--- src/rtl/cpu_types_pkg.sv ---
`default_nettype none
// ============================================================================
//  Module   : cpu_types_pkg
//  Purpose  : Basic CPU-wide data types shared by the memory subsystem.
//  Contents : word_t - 32-bit machine word.
//  Revision : 1.0 - initial release
// ============================================================================
package cpu_types_pkg;

    typedef logic [31:0] word_t;

endpackage : cpu_types_pkg
`default_nettype wire

--- src/rtl/diaosi_types_pkg.sv ---
`default_nettype none
// ============================================================================
//  Module   : diaosi_types_pkg
//  Purpose  : Types for the cache/RAM arbiter.
//  Contents : ramstate_t  - RAM port status (FREE, BUSY, ACCESS, ERROR)
//             arb_state_t - arbiter FSM state (IDLE, IACC, DACC)
//  Revision : 1.0 - initial release
// ============================================================================
package diaosi_types_pkg;

    typedef enum logic [1:0] {
        FREE   = 2'd0,
        BUSY   = 2'd1,
        ACCESS = 2'd2,
        ERROR  = 2'd3
    } ramstate_t;

    typedef enum logic [1:0] {
        IDLE = 2'd0,
        IACC = 2'd1,
        DACC = 2'd2
    } arb_state_t;

endpackage : diaosi_types_pkg
`default_nettype wire

--- src/rtl/cache_arb_if.sv ---
`default_nettype none
// ============================================================================
//  Module   : cache_arb_if
//  Purpose  : Bundles the icache, dcache and RAM-port signals of the arbiter.
//  Modports : master - arbiter view (cache requests/RAM status in,
//                      waits/loads/RAM request out)
//             slave  - environment view (caches + RAM), directions reversed
//  Revision : 1.0 - initial release
// ============================================================================
interface cache_arb_if;
    import cpu_types_pkg::*;
    import diaosi_types_pkg::*;

    // icache side
    logic      iREN;
    word_t     iaddr;
    logic      iwait;
    word_t     iload;
    // dcache side
    logic      dREN;
    logic      dWEN;
    word_t     daddr;
    word_t     dstore;
    logic      dwait;
    word_t     dload;
    // RAM port
    logic      ramREN;
    logic      ramWEN;
    word_t     ramaddr;
    word_t     ramstore;
    ramstate_t ramstate;
    word_t     ramload;

    modport master (
        input  iREN, iaddr, dREN, dWEN, daddr, dstore, ramstate, ramload,
        output iwait, iload, dwait, dload, ramREN, ramWEN, ramaddr, ramstore
    );

    modport slave (
        output iREN, iaddr, dREN, dWEN, daddr, dstore, ramstate, ramload,
        input  iwait, iload, dwait, dload, ramREN, ramWEN, ramaddr, ramstore
    );

endinterface : cache_arb_if
`default_nettype wire

--- src/rtl/arb_perf_cnt.sv ---
`default_nettype none
// ============================================================================
//  Module   : arb_perf_cnt
//  Purpose  : Free-running performance counters for the cache arbiter.
//  Ports    : clk, rst            - clock, synchronous active-high reset
//             i_icomp / i_dcomp   - one-cycle icache / dcache completion
//             i_stall             - a non-granted cache is requesting
//             o_icnt / o_dcnt     - completion counts
//             o_stallcnt          - contention-cycle count
//  Notes    : All counters wrap modulo 2^32.
//  Revision : 1.0 - initial release
// ============================================================================
module arb_perf_cnt
    import cpu_types_pkg::*;
(
    input  wire   clk,
    input  wire   rst,
    input  wire   i_icomp,
    input  wire   i_dcomp,
    input  wire   i_stall,
    output word_t o_icnt,
    output word_t o_dcnt,
    output word_t o_stallcnt
);

    word_t r_icnt;
    word_t r_dcnt;
    word_t r_stallcnt;

    always_ff @(posedge clk) begin
        if (rst) begin
            r_icnt     <= '0;
            r_dcnt     <= '0;
            r_stallcnt <= '0;
        end else begin
            if (i_icomp) r_icnt     <= r_icnt + 32'd1;
            if (i_dcomp) r_dcnt     <= r_dcnt + 32'd1;
            if (i_stall) r_stallcnt <= r_stallcnt + 32'd1;
        end
    end

    assign o_icnt     = r_icnt;
    assign o_dcnt     = r_dcnt;
    assign o_stallcnt = r_stallcnt;

endmodule : arb_perf_cnt
`default_nettype wire

--- src/rtl/cache_arb.sv ---
`default_nettype none
// ============================================================================
//  Module   : cache_arb
//  Purpose  : Arbitrates one RAM port between an icache and a dcache.
//             dcache has priority, except that after a dcache access to the
//             upper word of a two-word block (daddr[2]=1) with the icache
//             waiting, the icache is granted next (ifair).
//  Ports    : CLK       - clock (rising edge)
//             RST       - synchronous active-high reset
//             bus       - cache_arb_if.master (cache requests, waits, loads,
//                         RAM port)
//             icnt, dcnt, stallcnt - performance counters (ARB_PERF_EN only)
//  Config   : ARB_PERF_EN - when defined, adds the counter ports and the
//             arb_perf_cnt instance.
//  Revision : 1.0 - initial release
// ============================================================================
module cache_arb
    import cpu_types_pkg::*;
    import diaosi_types_pkg::*;
(
    input  wire           CLK,
    input  wire           RST,
    cache_arb_if.master   bus
`ifdef ARB_PERF_EN
    ,
    output word_t         icnt,
    output word_t         dcnt,
    output word_t         stallcnt
`endif
);

    arb_state_t r_state;
    arb_state_t w_next;
    logic       r_ifair;
    logic       w_ifair_next;

    logic       w_dreq;
    logic       w_done;
    logic       w_icomp;
    logic       w_dcomp;

    assign w_dreq  = bus.dREN | bus.dWEN;
    // A cycle with RST high never completes, so a reset aborts cleanly.
    assign w_done  = (bus.ramstate == ACCESS) & ~RST;
    // Completion also needs the request still present: a dropped request
    // simply falls back to IDLE without a pulse.
    assign w_icomp = (r_state == IACC) & bus.iREN & w_done;
    assign w_dcomp = (r_state == DACC) & w_dreq   & w_done;

    always_ff @(posedge CLK) begin
        if (RST) begin
            r_state <= IDLE;
            r_ifair <= 1'b0;
        end else begin
            r_state <= w_next;
            r_ifair <= w_ifair_next;
        end
    end

    always_comb begin
        w_next       = r_state;
        w_ifair_next = r_ifair;
        bus.iwait    = 1'b1;
        bus.dwait    = 1'b1;
        bus.iload    = '0;
        bus.dload    = '0;
        bus.ramREN   = 1'b0;
        bus.ramWEN   = 1'b0;
        bus.ramaddr  = '0;
        bus.ramstore = '0;

        case (r_state)
            IDLE: begin
                if (r_ifair && bus.iREN) begin
                    w_next       = IACC;
                    w_ifair_next = 1'b0;
                end else if (w_dreq) begin
                    w_next = DACC;
                end else if (bus.iREN) begin
                    w_next       = IACC;
                    w_ifair_next = 1'b0;
                end
            end

            IACC: begin
                bus.ramREN  = 1'b1;
                bus.ramaddr = bus.iaddr;
                if (w_icomp) begin
                    bus.iwait = 1'b0;
                    bus.iload = bus.ramload;
                    w_next    = IDLE;
                end else if (!bus.iREN) begin
                    w_next = IDLE;
                end
            end

            DACC: begin
                bus.ramREN   = bus.dREN;
                bus.ramWEN   = bus.dWEN;
                bus.ramaddr  = bus.daddr;
                bus.ramstore = bus.dstore;
                if (w_dcomp) begin
                    bus.dwait = 1'b0;
                    bus.dload = bus.ramload;
                    w_next    = IDLE;
                    // Second word of a block done while icache waits:
                    // let the icache in before the next dcache access.
                    if (bus.daddr[2] && bus.iREN) begin
                        w_ifair_next = 1'b1;
                    end
                end else if (!w_dreq) begin
                    w_next = IDLE;
                end
            end

            default: begin
                w_next = IDLE;
            end
        endcase
    end

`ifdef ARB_PERF_EN
    // Contention: the cache that does not own the RAM port is requesting.
    logic w_stall;
    assign w_stall = ((r_state == IACC) & w_dreq) |
                     ((r_state == DACC) & bus.iREN);

    arb_perf_cnt u_perf (
        .clk        (CLK),
        .rst        (RST),
        .i_icomp    (w_icomp),
        .i_dcomp    (w_dcomp),
        .i_stall    (w_stall),
        .o_icnt     (icnt),
        .o_dcnt     (dcnt),
        .o_stallcnt (stallcnt)
    );
`endif

endmodule : cache_arb
`default_nettype wire

--- src/flat_wrapper.sv ---
// flat-port wrapper written by rule: the top's interface ports become plain ports
module cache_arb_flat import cpu_types_pkg::*; import diaosi_types_pkg::*;
  (CLK, RST, bus_iREN, bus_iaddr, bus_dREN, bus_dWEN, bus_daddr, bus_dstore, bus_ramstate, bus_ramload, bus_iwait, bus_iload, bus_dwait, bus_dload, bus_ramREN, bus_ramWEN, bus_ramaddr, bus_ramstore);
  cache_arb_if bus_i ();
  input  wire CLK;
  input  wire RST;
  input wire logic [$bits(bus_i.iREN)-1:0] bus_iREN;
  input wire logic [$bits(bus_i.iaddr)-1:0] bus_iaddr;
  input wire logic [$bits(bus_i.dREN)-1:0] bus_dREN;
  input wire logic [$bits(bus_i.dWEN)-1:0] bus_dWEN;
  input wire logic [$bits(bus_i.daddr)-1:0] bus_daddr;
  input wire logic [$bits(bus_i.dstore)-1:0] bus_dstore;
  input wire logic [$bits(bus_i.ramstate)-1:0] bus_ramstate;
  input wire logic [$bits(bus_i.ramload)-1:0] bus_ramload;
  output wire logic [$bits(bus_i.iwait)-1:0] bus_iwait;
  output wire logic [$bits(bus_i.iload)-1:0] bus_iload;
  output wire logic [$bits(bus_i.dwait)-1:0] bus_dwait;
  output wire logic [$bits(bus_i.dload)-1:0] bus_dload;
  output wire logic [$bits(bus_i.ramREN)-1:0] bus_ramREN;
  output wire logic [$bits(bus_i.ramWEN)-1:0] bus_ramWEN;
  output wire logic [$bits(bus_i.ramaddr)-1:0] bus_ramaddr;
  output wire logic [$bits(bus_i.ramstore)-1:0] bus_ramstore;
  assign bus_i.iREN = bus_iREN;
  assign bus_i.iaddr = bus_iaddr;
  assign bus_i.dREN = bus_dREN;
  assign bus_i.dWEN = bus_dWEN;
  assign bus_i.daddr = bus_daddr;
  assign bus_i.dstore = bus_dstore;
  assign bus_i.ramstate = bus_ramstate;
  assign bus_i.ramload = bus_ramload;
  assign bus_iwait = bus_i.iwait;
  assign bus_iload = bus_i.iload;
  assign bus_dwait = bus_i.dwait;
  assign bus_dload = bus_i.dload;
  assign bus_ramREN = bus_i.ramREN;
  assign bus_ramWEN = bus_i.ramWEN;
  assign bus_ramaddr = bus_i.ramaddr;
  assign bus_ramstore = bus_i.ramstore;
  cache_arb u_core (.CLK(CLK), .RST(RST), .bus(bus_i));
endmodule
--- config.mk ---
export PLATFORM = sky130hd
export DESIGN_NAME = cache_arb_flat
export DESIGN_NICKNAME = d
export VERILOG_FILES = /design/src/rtl/cpu_types_pkg.sv /design/src/rtl/diaosi_types_pkg.sv /design/src/rtl/cache_arb_if.sv /design/src/rtl/arb_perf_cnt.sv /design/src/rtl/cache_arb.sv /design/src/flat_wrapper.sv
export SDC_FILE = /design/constraint.sdc
export NUM_CORES = 1
export LEC_CHECK = 0
export BUFFER_PORTS_ARGS = -buffer_cell sky130_fd_sc_hd__buf_2
export CELL_PAD_IN_SITES_DETAIL_PLACEMENT = 0
export CELL_PAD_IN_SITES_GLOBAL_PLACEMENT = 1
export CORE_MARGIN = 2
export CORE_UTILIZATION = 15
export DETAILED_ROUTE_END_ITERATION = 10
export PLACE_DENSITY = 0.92
export SYNTH_ARGS = -nofsm -noshare
export SYNTH_HDL_FRONTEND = slang
export SYNTH_SLANG_ARGS = --single-unit
--- constraint.sdc ---
create_clock -name CLK -period 1.9 [get_ports CLK]
set_input_delay 0.38 -clock CLK [delete_from_list [all_inputs] [get_ports CLK]]
set_output_delay 0.38 -clock CLK [all_outputs]
set_load 0.1 [all_outputs]
==> flow_summary.json, run 1 <==
{
  "synth_top_family_by_area": "simple AND/OR/NAND/NOR gates",
  "globalplace.congestion": 0.795,
  "die_area_um2": 10700,
  "ys_ff_latch": 3,
  "yosys.cell_types.count": 28,
  "syn-cell-area_um2": 1480,
  "synth_adder_area_share": 0.0254,
  "antennaDiodeCount": 0,
  "path_class": "reg -> out",
  "ys_warn_count": 0,
  "worstSetupStartpoint": "u_core.r_state[0]",
  "drv_cap": 0,
  "cts_buffer_depth": 2,
  "finalSetupViolCount": 73,
  "p_leak_nw": 2.49,
  "synth-compound-area-share": 0.217,
  "synth_xor_xnor_area_share": 0,
  "num_vias": 2825,
  "fin_crit_ns": 1.96,
  "layout_common_cells": "buf_2 (134), buf_12 (134), and2_4 (52)",
  "report.power.total_mw": 2.86,
  "ir_worst_vdd_uv": 438,
  "synth_nets": 359,
  "start_util": 0.153,
  "wirelength_um": 11500,
  "layout.nets": 632,
  "netlist_instances": 221,
  "period_share": 1.03,
  "cts_made_buffers": 3,
  "worst_setup_path_end_kind": "output port",
  "worstSkewPairLatency_ns": 0.23,
  "grt_overflow_total": 0,
  "slowest_stage": "dfxtp_4",
  "grt_max_degree": 37,
  "rows": 36,
  "hold_viol_final": 0,
  "cp_max_fo": 16,
  "drive_gt1_frac": 0.953,
  "powerDensity_nw_per_um2": 475,
  "coreArea_um2": 9680,
  "die_y_um": 103,
  "dpl.cell_count": 605,
  "dp_hpwl_um": 8070,
  "htreeDepth": 1,
  "crit_path_start_kind": "register",
  "clk_pin_slew_ns": 0.04,
  "fin_util": 0.622,
  "grt_pass1_wl_um": 15800,
  "postLayoutSetupSlackWorst_ns": -0.0647,
  "slowest_delay_ns": 0.35,
  "remaining_drc_errors": 0,
  "status": "finished, violations left",
  "synthMuxAreaShare": 0,
  "rsz0062_at_grt": "true",
  "min_from": "bus_daddr[2]",
  "dp_slack_ns": -0.0927,
  "timing.critical_path.buf_inv": 3,
  "fmax_mhz": 509,
  "crit_family": "buffers and inverters",
  "timing.rr.start": "u_core.r_state[0]",
  "portBuffers": 266,
  "hold_buffers": 0,
  "antenna_found_initial": 0,
  "finalClockSkew_ns": 0.00352,
  "clockRootBuffer": "clkbuf_8",
  "cp_data_arrival_time_ns": 1.58,
  "yosys.area_share.simple": 0.633,
  "die_w_um": 103,
  "slew_viol_final": 0,
  "fin_area_um2": 6030,
  "drtIter0Drc": 33,
  "grtUsageTotal": 0.197,
  "final.setup.tns_ns": -2.65,
  "dpl_cell_area_um2": 5390,
  "cp.required_ns": 1.52,
  "area_growth_pct": 308,
  "slew_headroom": 0.759,
  "ys_seq_area_frac": 0.0406,
  "final_cells": 626,
  "grt_pass1_vias": 2923,
  "worst_pin_slew_ns": 0.358,
  "min_path_type": "in -> reg",
  "timing.hold.ws_ns": 0.480,
  "io_pins": 267,
  "violations": "negative setup slack",
  "cts_tree": "built",
  "drt-wirelength-per-cell_um": 18.4,
  "vias_per_cell": 4.51,
  "cts_sinks": 3,
  "ant_nets": 0,
  "worstPathCellList": "inv_4 -> ha_4 -> o21a_4 -> buf_16 -> and3_4 -> buf_12",
  "drtPass1Iterations": 4,
  "synth.avg_cell_area_um2": 6.69
}
sequential cells by signal, indices dropped and copies added, names as in the netlist:
signal	count
u_core.r_ifair	1
u_core.r_state	2
path summary, 6_finish.rpt:
check	end	slack [ns]	depth (start not counted)
hold reg to reg	u_core.r_state[1]	0.56	2
setup / recovery	bus_dload[23]	-0.06	6
hold / removal	u_core.r_ifair	0.48	3
setup reg to reg	u_core.r_state[0]	0.14	7
final cells by class:
| type | instances | area [um^2] |
|---|---|---|
| fill | 730 | 3660 |
| timing repair buffer | 288 | 3640 |
| multi-input combinational | 195 | 2080 |
| tap | 133 | 166 |
| sequential | 3 | 67.6 |
| clock buffer | 4 | 45.0 |
| inverter | 3 | 22.5 |
power by group:
group	leakage (nW)	internal, mW	switching, mW	total, mW
clock	0.0228	0.144	0.0541	0.198
sequential	0.0258	0.0689	0.00963	0.0785
combinational	2.45	1.08	1.51	2.58
per-layer routing:
| metal | track usage | share of wire | vias to the layer above |
|---|---|---|---|
| met1 | 0.190 | 0.33 | 1309 |
| met3 | 0.0464 | 0.076 | 21 |
| li1 | - | - | 1321 |
| met2 | 0.390 | 0.55 | 174 |
| met4 | 0.0891 | 0.040 | 0 |
| met5 | 0 | 0 | - |
worst reg2reg max path, stage by stage, from the launching register on:
cell and delay [ns]:
dfxtp_4 0.35, inv_4 0.07, ha_4 0.17, buf_12 0.23, buf_4 0.16, o21ai_0 0.14
a2111o_1 0.44, o211ai_1 0.11
cell usage after synthesis (all sizes together):
cell type / n / share of area
a2111o: 2 / 0.015
nor2: 1 / 0.0025
a21oi: 2 / 0.0068
o21a: 1 / 0.0051
a22oi: 32 / 0.16
and3: 33 / 0.14
nand3b: 1 / 0.0051
o31ai: 1 / 0.0051
nor2b: 33 / 0.14
dfxtp: 3 / 0.041
o21ai: 2 / 0.0068
nand3: 2 / 0.0068
o211ai: 3 / 0.015
nor3b: 2 / 0.018
buf: 4 / 0.026
and2: 65 / 0.29
nand4b: 1 / 0.0059
and2b: 2 / 0.012
inv: 3 / 0.0076
clkbuf: 20 / 0.051
nand2: 4 / 0.010
nor3: 1 / 0.0034
ha: 3 / 0.025
what timing repair did:
action                     in CTS  in global routing
resized for setup              85                  5
setup endpoints to repair     132                132
pin swaps                      27                 11
gates cloned                    8                  3
buffers inserted                5                  1
cell families (layout without fill, tap and decap cells):
logic type,after synthesis,in the layout
buffers and inverters,27,295
AOI/OAI and AO/OA,43,43
and+or+nand+nor,145,149
adders and majority gates,3,3
DFF,3,3
(Power assumes the default switching activity.)
==> run 2: changes to the inputs <==
ABC_AREA = 1   (was not set)
CORE_UTILIZATION = 12   (was 15)
PLACE_DENSITY = 0.87   (was 0.92)
SETUP_SLACK_MARGIN = 0.1   (was not set)
==> flow_summary.json, run 2 <==
{
  "synth.avg_cell_area_um2": 4.24,
  "grt_pass1_wl_um": 16600,
  "synth_flop_cell": "dfxtp_1",
  "hold_buffers": 0,
  "synth_adder_area_share": 0.0268,
  "fmax_mhz": 501,
  "status": "finished, violations left",
  "area_growth_pct": 377,
  "synth-compound-area-share": 0.125,
  "dpl.cell_count": 732,
  "rsz0062_at_grt": "true",
  "globalplace.congestion": 0.839,
  "clockRootBuffer": "clkbuf_16",
  "ys_top_cells_by_count": "nand2_1 (112), inv_1 (77), nor2_1 (74)",
  "report.power.total_mw": 7.71,
  "largest-register": "u_core.r_state",
  "cts_made_buffers": 3,
  "ant_nets": 0,
  "maxUsedRoutingLayer": "met4",
  "final.setup.tns_ns": -5.56,
  "hold_viol_final": 0,
  "syn-cell-area_um2": 1400,
  "antenna_found_initial": 0,
  "layout_common_cells": "buf_12 (141), buf_2 (134), nand2_1 (81)",
  "finalClockSkew_ns": 0.00108,
  "die_y_um": 112,
  "antennaDiodeCount": 0,
  "crit_path_start_kind": "register",
  "io_pins": 267,
  "rows": 39,
  "slew_headroom": 0.846,
  "portBuffers": 266,
  "synthMuxAreaShare": 0,
  "largest_reg_flops": 2,
  "worst_setup_path_end_kind": "output port",
  "grtUsageTotal": 0.164,
  "drtIter0Drc": 74,
  "dpl_cell_area_um2": 5960,
  "drt-wirelength-per-cell_um": 15.0,
  "finalSetupViolCount": 109,
  "met2_length_um": 6440,
  "min_path_type": "reg -> reg",
  "yosysTopAreaCell": "nand2_1",
  "die_area_um2": 12600,
  "vias_per_cell": 4.04,
  "worst_pin_slew_ns": 0.231,
  "grt_pass1_vias": 3135,
  "fin_util": 0.585,
  "yosys.area_share.simple": 0.528,
  "wirelength_um": 11400,
  "final_common_cell": "buf_12",
  "num_vias": 3080,
  "htreeDepth": 1,
  "p_leak_nw": 2.68,
  "coreArea_um2": 11400,
  "timing.hold.ws_ns": 0.462,
  "synth_top_area_share": 0.300,
  "fin_area_um2": 6690,
  "cts_sinks": 3,
  "ys_warn_count": 0,
  "netlist_instances": 331,
  "cts_buffer_depth": 2,
  "grt_max_degree": 29,
  "slew_viol_final": 0,
  "synth-edff-count": 0,
  "powerDensity_nw_per_um2": 1150,
  "synth_area_leaders": "nand2_1 (30%), inv_1 (21%), nor2_1 (20%)",
  "ir_worst_vdd_uv": 1050,
  "dp_slack_ns": 0.0839,
  "rrSetupSlack_ns": 0.34,
  "met3_length_um": 793,
  "ys_ff_latch": 3,
  "synth_most_common_cell": "nand2_1",
  "violations": "negative setup slack",
  "fin_crit_ns": 1.99,
  "cts_tree": "built",
  "fillCellCount": 920,
  "synth_xor_xnor_area_share": 0,
  "worstSkewPairLatency_ns": 0.23,
  "synth_top_family_by_area": "simple AND/OR/NAND/NOR gates",
  "clk_pin_slew_ns": 0.03,
  "remaining_drc_errors": 0,
  "met1_length_um": 4080,
  "path_class": "reg -> out",
  "largestRegisters": "u_core.r_state x2, u_core.r_ifair x1",
  "cp.required_ns": 1.52,
  "yosys.cell_types.count": 15,
  "drv_cap": 0,
  "cp_data_arrival_time_ns": 1.61,
  "synth_nets": 469,
  "die_w_um": 112,
  "ys_async_sr_fraction": 0,
  "postLayoutSetupSlackWorst_ns": -0.0941,
  "dp_hpwl_um": 8560,
  "grt_overflow_total": 0,
  "period_share": 1.05,
  "cp_max_fo": 7,
  "ys_seq_area_frac": 0.0428,
  "layout.nets": 759,
  "drtPass1Iterations": 4,
  "drive_gt1_frac": 0.774,
  "final_cells": 763,
  "start_util": 0.123
}
-- run 2: cell count changes in the layout (fill, tap and decap cells not counted), moves of 33 or more --
| cell | change |
|---|---|
| and3_4 | -37 |
| nand2_1 | +77 |
| nor2_4 | +65 |
| a21oi_4 | +33 |
| and2_4 | -52 |
| inv_1 | +41 |
| nor2b_4 | -33 |
-- run 2: path summary, 6_finish.rpt --
path                          start              to  depth (start not counted)
setup / recovery  u_core.r_state[0]    bus_dload[2]                          8
hold / removal       u_core.r_ifair  u_core.r_ifair                          2
setup reg to reg  u_core.r_state[0]  u_core.r_ifair                         11
hold reg to reg      u_core.r_ifair  u_core.r_ifair                          2
-- run 2: what timing repair did --
item | in CTS | in global routing
gates resized for setup | 44 | 19
pin swaps | 6 | 10
setup endpoints to repair | 117 | 131
gates cloned | 7 | 5
buffers inserted | 12 | 4
-- run 2: per-layer routing --
metal,vias to the layer above,global-route usage
met2,158,0.326
met3,12,0.0308
met1,1387,0.181
li1,1523,-
met4,0,0.0285
met5,-,0
-- run 2: critical path, cell delays in order (launching register included) --
cell	delay (ns)
dfxtp_2	0.34
inv_4	0.08
ha_4	0.18
nand2_4	0.08
nand2_4	0.10
nand2_8	0.11
buf_16	0.19
nor2_4	0.12
buf_12	0.18
-- run 2: power breakdown --
group	internal (mW)	switching [mW]	leakage (nW)
clock network	0.277	0.0620	0.0382
logic	2.57	4.68	2.61
registers	0.0874	0.0262	0.0256
-- run 2: cell families (layout without fill, tap and decap cells) --
group / Yosys count / count (layout)
fa+ha+maj: 3 / 3
simple gates: 193 / 193
compound gates: 35 / 35
buf+inv: 97 / 386
flops: 3 / 3
-- run 2: area by class of cell --
type	count	area, um^2	share of cell area
multi-input combinational	231	1960	0.293
clock buffer	4	78.8	0.0118
tap	143	179	0.0268
timing repair buffer	305	3980	0.596
inverter	77	419	0.0627
sequential	3	65.1	0.00973
